[config.mk]
export PLATFORM = sky130hd
export DESIGN_NAME = park_reserve_ctrl
export DESIGN_NICKNAME = d
export VERILOG_FILES = /design/src/rtl/park_reserve_ctrl.sv
export SDC_FILE = /design/constraint.sdc
export NUM_CORES = 1
export LEC_CHECK = 0
export CAP_MARGIN = 10
export CORE_ASPECT_RATIO = 1.1
export CORE_MARGIN = 2
export CORE_UTILIZATION = 30
export DETAILED_ROUTE_END_ITERATION = 12
export DONT_BUFFER_PORTS = 1
export PLACE_DENSITY = 0.5
export SLEW_MARGIN = 10
export SYNTH_ARGS = -nofsm -noshare
export SYNTH_HDL_FRONTEND = slang
export SYNTH_SLANG_ARGS = --single-unit
[constraint.sdc]
create_clock -name clk -period 4.6 [get_ports clk]
set_input_delay 0.46 -clock clk [delete_from_list [all_inputs] [get_ports clk]]
set_output_delay 0.46 -clock clk [all_outputs]
set_load 0.01 [all_outputs]
[src/rtl/park_reserve_ctrl.sv]
// rtl/park_reserve_ctrl.sv - parking reservation FSM over 3 cities x 9 spots
// Optional SPOT inactivity timeout enabled by defining PARK_TIMEOUT_EN.
module park_reserve_ctrl #(
  parameter logic [31:0] TIMEOUT_CYCLES = 32'd50_000_000
) (
  input  logic       clk,
  input  logic       reset,
  input  logic       city_done,
  input  logic [1:0] city,
  input  logic [3:0] spot,
  input  logic       confirm,
  input  logic       release_sel,
  output logic [8:0] occ_map,
  output logic [3:0] free_count,
  output logic       grant,
  output logic       deny,
  output logic       busy
);

  typedef enum logic [2:0] {IDLE, SPOT, CHECK, RESULT, HOLD} state_t;

  state_t          state;
  logic [2:0][8:0] occ;
  logic [1:0]      cur_city;
  logic            conf_q;
  logic [3:0]      spot_q;
  logic            rel_q;
  logic            ok_q;

`ifdef PARK_TIMEOUT_EN
  localparam logic [31:0] TO_LAST = TIMEOUT_CYCLES - 32'd1;
  logic [31:0] to_cnt;
`else
  if (TIMEOUT_CYCLES == 32'd0) begin : g_timeout_unused
  end
`endif

  assign occ_map = occ[cur_city];

  always_comb begin
    free_count = 4'd0;
    for (int i = 0; i < 9; i++)
      free_count = free_count + {3'b000, ~occ_map[i]};
  end

  always_ff @(posedge clk) begin
    if (reset) begin
      state    <= IDLE;
      occ      <= '0;
      cur_city <= 2'b00;
      conf_q   <= 1'b0;
      spot_q   <= 4'd0;
      rel_q    <= 1'b0;
      ok_q     <= 1'b0;
      grant    <= 1'b0;
      deny     <= 1'b0;
      busy     <= 1'b0;
`ifdef PARK_TIMEOUT_EN
      to_cnt   <= '0;
`endif
    end else begin
      conf_q <= confirm;
      grant  <= 1'b0;
      deny   <= 1'b0;
      case (state)
        IDLE: begin
          if (city_done && city != 2'b11) begin
            cur_city <= city;
            state    <= SPOT;
            busy     <= 1'b1;
`ifdef PARK_TIMEOUT_EN
            to_cnt   <= '0;
`endif
          end
        end
        SPOT: begin
          // Losing the city selection wins over a simultaneous confirm edge.
          if (!city_done) begin
            state <= IDLE;
            busy  <= 1'b0;
          end else if (confirm && !conf_q) begin
            spot_q <= spot;
            rel_q  <= release_sel;
            state  <= CHECK;
`ifdef PARK_TIMEOUT_EN
            to_cnt <= '0;
`endif
          end
`ifdef PARK_TIMEOUT_EN
          else if (to_cnt == TO_LAST) begin
            deny  <= 1'b1;
            state <= HOLD;
          end else if (to_cnt != '1) begin
            to_cnt <= to_cnt + 32'd1;
          end
`endif
        end
        CHECK: begin
          if (spot_q > 4'd8)
            ok_q <= 1'b0;
          else
            ok_q <= rel_q ? occ[cur_city][spot_q] : ~occ[cur_city][spot_q];
          state <= RESULT;
        end
        RESULT: begin
          // The occupancy write lands with the pulse so a reset in CHECK leaves no trace.
          if (ok_q)
            occ[cur_city][spot_q] <= ~rel_q;
          grant <= ok_q;
          deny  <= ~ok_q;
          state <= HOLD;
        end
        HOLD: begin
          if (!city_done) begin
            state <= IDLE;
            busy  <= 1'b0;
          end
        end
        default: begin
          state <= IDLE;
          busy  <= 1'b0;
        end
      endcase
    end
  end

endmodule

==> impl_metrics.tcl, run 1 <==
set metrics [dict create \
    fp-row-count 33 \
    swShare_pct 24.6 \
    status "finished clean" \
    synth.distinct_cells 53 \
    clock_path_buffers 2 \
    cts_tree "built" \
    grt_overflow 0 \
    fin_worst_skew_ns 0.00453 \
    gr-usage-met2_pct 23.6 \
    r2r_cells 7 \
    drive_gt1_share_pct 12.6 \
    tns_ns 0 \
    placed_cells 325 \
    crit_type "register to output port" \
    final_antenna_net_count 0 \
    p_leak_nw 0.798 \
    cp-end-kind "output port" \
    cts_sinks 42 \
    timing.fmax_ghz 0.233 \
    area_growth_pct 5.97 \
    start_util_pct 30.8 \
    setup_ws_ns 0.305 \
    grt_max_degree 44 \
    yosys_warnings 0 \
    wl_um 5690 \
    die_w_um 87.2 \
    clock_latency_ns 0.30 \
    num_antenna_cells 0 \
    synth_area_leader_cell "dfxtp_1" \
    synth_top_area_share_pct 36.8 \
    power_uw 674 \
    whs_path_depth 1 \
    syn-cell-area_um2 2290 \
    worstPathRequired_ns 4.14 \
    post-place-ws_ns 0.614 \
    cap_violations 0 \
    synthArstFlopShare_pct 0 \
    intPower_uw 509 \
    worstPathArrival_ns 3.84 \
    final_cells 333 \
    synth_area_leaders "dfxtp_1, mux2i_1, a311oi_1" \
    track_usage_pct 14.8 \
    synth-seq-area-share_pct 36.8 \
    netlist_instances 251 \
    timing.final.crit_share_pct 93.4 \
    final_nets 263 \
    pwr-share-seq_pct 56.2 \
    htreeDepth 2 \
    p_comb_share_pct 6.5 \
    switchingPower_uw 166 \
    ys_ff_latch 42 \
    use_met1_pct 19.2 \
    io_pins 27 \
    rsz0062_at_grt "no" \
    antenna_found_initial 0 \
    syn_area_per_cell_um2 9.11 \
    cts_setup_buffers 0 \
    peakVddDrop_uv 107 \
    detailed_place_hpwl_um 4050 \
    fin_util_pct 32.6 \
    ctsHoldBuffers 0 \
    die_y_um 95.6 \
    grt_pass1_wl_um 9350 \
    most-common-layout-cells "dfxtp_1, nor2_1, a21oi_1, mux2i_1, a311oi_1" \
    routedWlPerCell_um 17.1 \
    post_cts_resized 0 \
    drc 0 \
    setup_viol 0 \
    synth_ff_type "dfxtp_1" \
    whs_ns 0.224 \
    power.density_nw_per_um2 278 \
    postPlaceCellArea_um2 2330 \
    hold_viol_final 0 \
    slew_headroom_pct 32.3 \
    die_area_um2 8330 \
    cts_root_buf "clkbuf_8" \
    grt_pass1_vias 1707 \
    routed_via_density 5.44 \
    worst_slew_pin_slew_ns 1.01 \
    path_clk_slew_ns 0.08 \
    synth_nets 269 \
    vias 1813 \
    crit_fanout 9 \
    finalMaxSlewViolations 0 \
    start_kind "register" \
    gp_congestion 0.740 \
    stdcell_area_um2 2420 \
    numPortBuffers 0 \
    first_pass_iters 4 \
    final.min_clock_period_ns 4.30 \
    busiest_layer "met2" \
    drtIter0Drc 119 \
    synth_edf_count 0 \
    met3_usage_pct 3.72 \
    core_area_um2 7430 \
    numCtsBuffers 5 \
    min_path_type "input pin to register" \
    final_common_cell "dfxtp_1" \
    p_clk_share_pct 37.3 \
]
flip-flops by register name (all words and copies together), names as in the netlist:
signal    flops
occ          27
spot_q        4
state         3
cur_city      2
busy          1
conf_q        1
deny          1
grant         1
ok_q          1
rel_q         1
path summary, 6_finish.rpt:
kind | from | endpoint | slack [ns]
worst min-delay path | reset | state[2] | 0.22
worst min register to register | occ[8] | occ[8] | 0.47
worst max-delay path | cur_city[1] | free_count[1] | 0.30
worst max register to register | cur_city[1] | ok_q | 2.05
final cells by class:
type / count / area [um^2]
clock buffers: 7 / 86.3
clock inverters: 1 / 5.00
fillers: 827 / 5010
inverters: 13 / 48.8
multi-input cells: 178 / 1290
flip-flops and latches: 42 / 841
well taps: 87 / 109
repair buffers: 5 / 37.5
cell families after synthesis:
logic type               share of synthesized area (%)
multiplexers                                      7.50
adder cells (fa/ha/maj)                           5.47
AND/OR/NAND/NOR                                   22.7
flip-flops                                        36.8
AO/OA/AOI/OAI                                     20.6
buffers and inverters                             6.57
XOR/XNOR                                         0.383
power groups by stage:
stage               Combinational, mW  Sequential, mW  Clock, mW
global placement               0.0435           0.388          0
CTS                            0.0441           0.379      0.259
detailed placement             0.0438           0.388          0
finish                         0.0438           0.379      0.251
floorplan                      0.0478           0.381          0
global route                   0.0480           0.381      0.277
routing by layer:
layer | routed length [um] | vias to the layer above
met3 | 296 | 6
met1 | 2640 | 874
met4 | 87 | 0
met2 | 2670 | 34
met5 | 0 | -
li1 | - | 899
worst max-delay path, stage by stage (launching register included):
cell,delay [ns]
dfxtp_1,0.53
inv_1,0.16
nand3_1,0.11
o21ai_0,0.14
fa_1,0.58
inv_1,0.06
fa_1,0.50
inv_1,0.05
fa_1,0.47
fa_1,0.39
inv_1,0.09
fa_1,0.47
cells in the mapped netlist, drive strengths merged (2+ instances only):
cell type / number
nor4: 2
a211oi: 7
nand4: 2
mux2i: 16
nand2: 9
o2bb2ai: 3
ha: 2
and2: 2
a311oi: 14
inv: 13
dfxtp: 42
nor2: 26
fa: 5
or3: 8
nand3: 8
nor3: 7
o21ai: 13
nor2b: 7
a21oi: 24
clkbuf: 8
buf: 10
a31oi: 3
nand3b: 6
No activity file was read; power rests on OpenSTA's default activity.
==> inputs of run 2 (changes only) <==
--- a/config.mk
+++ b/config.mk
@@ -7,7 +7,7 @@
 export LEC_CHECK = 0
 export CAP_MARGIN = 10
 export CORE_ASPECT_RATIO = 1.1
-export CORE_MARGIN = 2
+export CORE_MARGIN = 10
 export CORE_UTILIZATION = 30
 export DETAILED_ROUTE_END_ITERATION = 12
 export DONT_BUFFER_PORTS = 1
==> impl_metrics.tcl, run 2 (synthesis gave the netlist of run 1 again) <==
set metrics [dict create \
    wl_um 5920 \
    cts_root_buf "clkbuf_8" \
    numCtsBuffers 5 \
    vias 1841 \
    hold_viol_final 0 \
    crit_top_cell "fa_1" \
    cts_tree "built" \
    largest_reg_flops 27 \
    start_kind "register" \
    r2r_cells 7 \
    fp-row-count 33 \
    timing.final.crit_share_pct 94.8 \
    crit_type "register to output port" \
    status "finished clean" \
    die_w_um 103 \
    final_common_cell "dfxtp_1" \
    cp.depth 11 \
    slowest_stage "fa_1" \
    track_usage_pct 10.4 \
    path_delay_family "adder cells" \
    drive_gt1_share_pct 12.6 \
    post_cts_resized 0 \
    fillers 810 \
    cp-end-kind "output port" \
    power.density_nw_per_um2 277 \
    grt_overflow 0 \
    hold_end "conf_q" \
    final_nets 263 \
    core_area_um2 7430 \
    setup_viol 0 \
    area_growth_pct 5.97 \
    timing.fmax_ghz 0.229 \
    max_stage_delay_ns 0.59 \
    top_register "occ" \
    whs_ns 0.221 \
    num_antenna_cells 0 \
    cts_setup_buffers 0 \
    worst_slew_pin_slew_ns 1.04 \
    crit_fanout 9 \
    crit_buf_inv 4 \
    finalMaxSlewViolations 0 \
    p_leak_nw 0.798 \
    cp_cell_sequence "inv_1 > nand3_1 > o21ai_0 > fa_1 > inv_1 > fa_1 > inv_1 > fa_1 > fa_1 > inv_1 > fa_1" \
    rsz0062_at_grt "no" \
    final.min_clock_period_ns 4.36 \
    first_pass_iters 5 \
    cts_sinks 42 \
    ctsHoldBuffers 0 \
    r2r_end "ok_q" \
    die_y_um 112 \
    worstPathArrival_ns 3.90 \
    grt_pass1_vias 1697 \
    htreeDepth 2 \
    fin_worst_skew_ns 0.00796 \
    path_clk_slew_ns 0.08 \
    antenna_found_initial 0 \
    whs_path_depth 1 \
    drtIter0Drc 136 \
    hold_start "reset" \
    io_pins 27 \
    worst-r2r-setup-slack_ns 1.98 \
    die_area_um2 11500 \
    gp_congestion 0.756 \
    r2r-start "cur_city[1]" \
    clock_latency_ns 0.30 \
    start_util_pct 30.8 \
    routed_via_density 5.53 \
    numPortBuffers 0 \
    most-common-layout-cells "dfxtp_1, nor2_1, a21oi_1, mux2i_1, a311oi_1" \
    worstPathRequired_ns 4.14 \
    grt_max_degree 44 \
    grt_pass1_wl_um 9430 \
    final_antenna_net_count 0 \
    fin_util_pct 32.6 \
    largest_registers "occ (27), spot_q (4), state (3)" \
    routedWlPerCell_um 17.8 \
    drc 0 \
    clock_path_buffers 2 \
    cap_violations 0 \
    slew_headroom_pct 30.3 \
    peakVddDrop_uv 95.7 \
    detailed_place_hpwl_um 4300 \
    min_path_type "input pin to register" \
    tns_ns 0 \
]
## run 2: cell counts in the layout (fill, tap and decap cells not counted)
Identical to the previous run, type by type.
## run 2: layout make-up
| type | instances | area [um^2] | share of cell area (%) |
|---|---|---|---|
| multi-input combinational | 178 | 1290 | 53.5 |
| sequential | 42 | 841 | 34.7 |
| tap | 87 | 109 | 4.49 |
| clock buffer | 7 | 86.3 | 3.56 |
| inverter | 13 | 48.8 | 2.01 |
| timing repair buffer | 5 | 37.5 | 1.55 |
| clock inverter | 1 | 5.00 | 0.207 |
## run 2: metrics by stage
stage | cell area, um^2 | power, mW | instances | worst slack (ns)
6_report | 2420 | 0.672 | 333 | 0.241
5_1_grt | 2420 | 0.700 | 333 | 0.0582
4_1_cts | 2420 | 0.683 | 333 | 0.218
3_5_place_dp | 2330 | 0.432 | 325 | 0.568
3_3_place_gp | 2330 | 0.431 | 325 | 0.635
2_1_floorplan | 2290 | 0.429 | 251 | 0.583
## run 2: per-layer routing
metal  wire [um]  vias up  track usage [%]
met5           0        -                0
met4         126        0             4.74
met3         281        9             2.60
met2        2750       51             15.1
met1        2770      885             14.1
li1            -      896                -
## run 2: power by group
group / internal (mW) / leakage [nW] / switching, mW
Combinational: 0.0189 / 0.410 / 0.0247
Sequential: 0.369 / 0.339 / 0.0111
Clock: 0.121 / 0.0482 / 0.127
Total: 0.509 / 0.798 / 0.163
## run 2: worst max path at each step
stage / start / to
6_report: cur_city[1] / free_count[1]
5_1_grt: cur_city[1] / free_count[2]
4_1_cts: cur_city[1] / free_count[1]
3_5_place_dp: cur_city[1] / free_count[1]
3_3_place_gp: cur_city[1] / free_count[1]
2_1_floorplan: cur_city[1] / free_count[1]
==> inputs of run 3 (changes only) <==
--- a/config.mk
+++ b/config.mk
@@ -6,12 +6,13 @@
 export NUM_CORES = 1
 export LEC_CHECK = 0
 export CAP_MARGIN = 10
-export CORE_ASPECT_RATIO = 1.1
+export CORE_ASPECT_RATIO = 0.7
 export CORE_MARGIN = 10
-export CORE_UTILIZATION = 30
+export CORE_UTILIZATION = 45
 export DETAILED_ROUTE_END_ITERATION = 12
 export DONT_BUFFER_PORTS = 1
-export PLACE_DENSITY = 0.5
+export PLACE_DENSITY = 0.66
+export SETUP_SLACK_MARGIN = 0.02
 export SLEW_MARGIN = 10
 export SYNTH_ARGS = -nofsm -noshare
 export SYNTH_HDL_FRONTEND = slang
==> impl_metrics.tcl, run 3 (synthesis gave the netlist of run 1 again) <==
set metrics [dict create \
    status "finished clean" \
    area_growth_pct 4.71 \
    routed_via_density 5.82 \
    final_common_cell "dfxtp_1" \
    final_antenna_net_count 0 \
    core_area_um2 4830 \
    setup_viol 0 \
    detailed_place_hpwl_um 3930 \
    die_area_um2 8380 \
    power_uw 706 \
    top_register "occ" \
    vias 1817 \
    num_antenna_cells 0 \
    die_w_um 105 \
    fillers 480 \
    fin_worst_skew_ns 0.00522 \
    start_kind "register" \
    rsz0062_at_grt "no" \
    worst_slew_pin_slew_ns 0.965 \
    largest_reg_flops 27 \
    worstPathRequired_ns 4.14 \
    timing.fmax_ghz 0.238 \
    post_cts_resized 0 \
    clock_latency_ns 0.29 \
    most-common-layout-cells "dfxtp_1, nor2_1, a21oi_1, mux2i_1, a311oi_1" \
    drtIter0Drc 98 \
    whs_path_depth 1 \
    power.density_nw_per_um2 295 \
    start_util_pct 47.3 \
    io_pins 27 \
    cp-end-kind "output port" \
    numPortBuffers 0 \
    drive_gt1_share_pct 11.5 \
    whs_ns 0.232 \
    r2r_cells 7 \
    final_cells 312 \
    drc 0 \
    largest_registers "occ (27), spot_q (4), state (3)" \
    cts_tree "built" \
    worstPathArrival_ns 3.74 \
    htreeDepth 2 \
    wl_um 5320 \
    grt_max_degree 44 \
    placed_cells 304 \
    multiInputGateArea_um2 1290 \
    peakVddDrop_uv 150 \
    gp_congestion 0.825 \
    tns_ns 0 \
    grt_pass1_wl_um 8800 \
    grt_overflow 0 \
    cts_setup_buffers 0 \
    cts_sinks 42 \
    final.min_clock_period_ns 4.20 \
    crit_type "register to output port" \
    timing.final.crit_share_pct 91.3 \
    die_y_um 79.6 \
    crit_fanout 9 \
    track_usage_pct 12.8 \
    ctsHoldBuffers 0 \
    p_leak_nw 0.787 \
    path_clk_slew_ns 0.08 \
    slew_headroom_pct 35.6 \
    routedWlPerCell_um 17.1 \
    antenna_found_initial 0 \
    clock_path_buffers 2 \
    hold_viol_final 0 \
    cts_root_buf "clkbuf_8" \
    regArea_um2 842 \
    final_nets 260 \
    finalMaxSlewViolations 0 \
    cap_violations 0 \
    min_path_type "input pin to register" \
    grt_pass1_vias 1680 \
    fp-row-count 21 \
    numCtsBuffers 5 \
    first_pass_iters 4 \
]
[run 3: cell count changes in the layout (fill, tap and decap cells not counted), sizes merged]
cell    before  now
buf          5    2
bufinv       0    1
clkinv       1    0
[run 3: report_power, final]
part | total [mW] | internal, mW | switching [mW] | leakage, nW
combinational | 0.0430 | 0.0188 | 0.0242 | 0.394
sequential | 0.379 | 0.369 | 0.0108 | 0.340
clock | 0.283 | 0.162 | 0.121 | 0.0524
[run 3: worst paths after layout]
check	start	to	slack, ns
setup / recovery	cur_city[1]	free_count[2]	0.40
hold / removal	reset	busy	0.23
setup reg to reg	cur_city[0]	ok_q	2.18
hold reg to reg	occ[25]	occ[25]	0.47
[run 3: routing by layer]
metal / GRT usage [%] / routed length, um / up-vias
li1: - / - / 896
met1: 18.0 / 2640 / 871
met2: 17.8 / 2240 / 46
met3: 4.11 / 401 / 4
met4: 4.64 / 42 / 0
met5: 0 / 0 / -
[run 3: worst max-delay path, cell delays in order (launching register included)]
cell	delay (ns)
dfxtp_2	0.45
mux2i_1	0.22
o21ai_1	0.19
fa_1	0.59
inv_1	0.05
fa_1	0.50
inv_1	0.05
fa_1	0.52
fa_1	0.16
inv_1	0.06
fa_1	0.38
xor2_1	0.27
[run 3: per-stage QoR]
| stage | instance area [um^2] | setup slack [ns] | utilization (%) |
|---|---|---|---|
| final | 2390 | 0.401 | 49.5 |
| after floorplan | 2290 | 0.583 | - |
| after CTS | 2390 | 0.0531 | 49.5 |
| after global placement | 2290 | 0.452 | 47.3 |
| after global routing | 2390 | 0.167 | 49.5 |
| after detailed placement | 2290 | 0.367 | 47.3 |
[run 3: final cells by class]
class                           instances  share of cell area, %
Tap cell                               69                   3.61
Multi-Input combinational cell        178                   54.1
Clock inverter                          1                   1.25
Timing Repair Buffer                    2                  0.627
Inverter                               13                   2.04
Clock buffer                            7                   3.19
Sequential cell                        42                   35.2
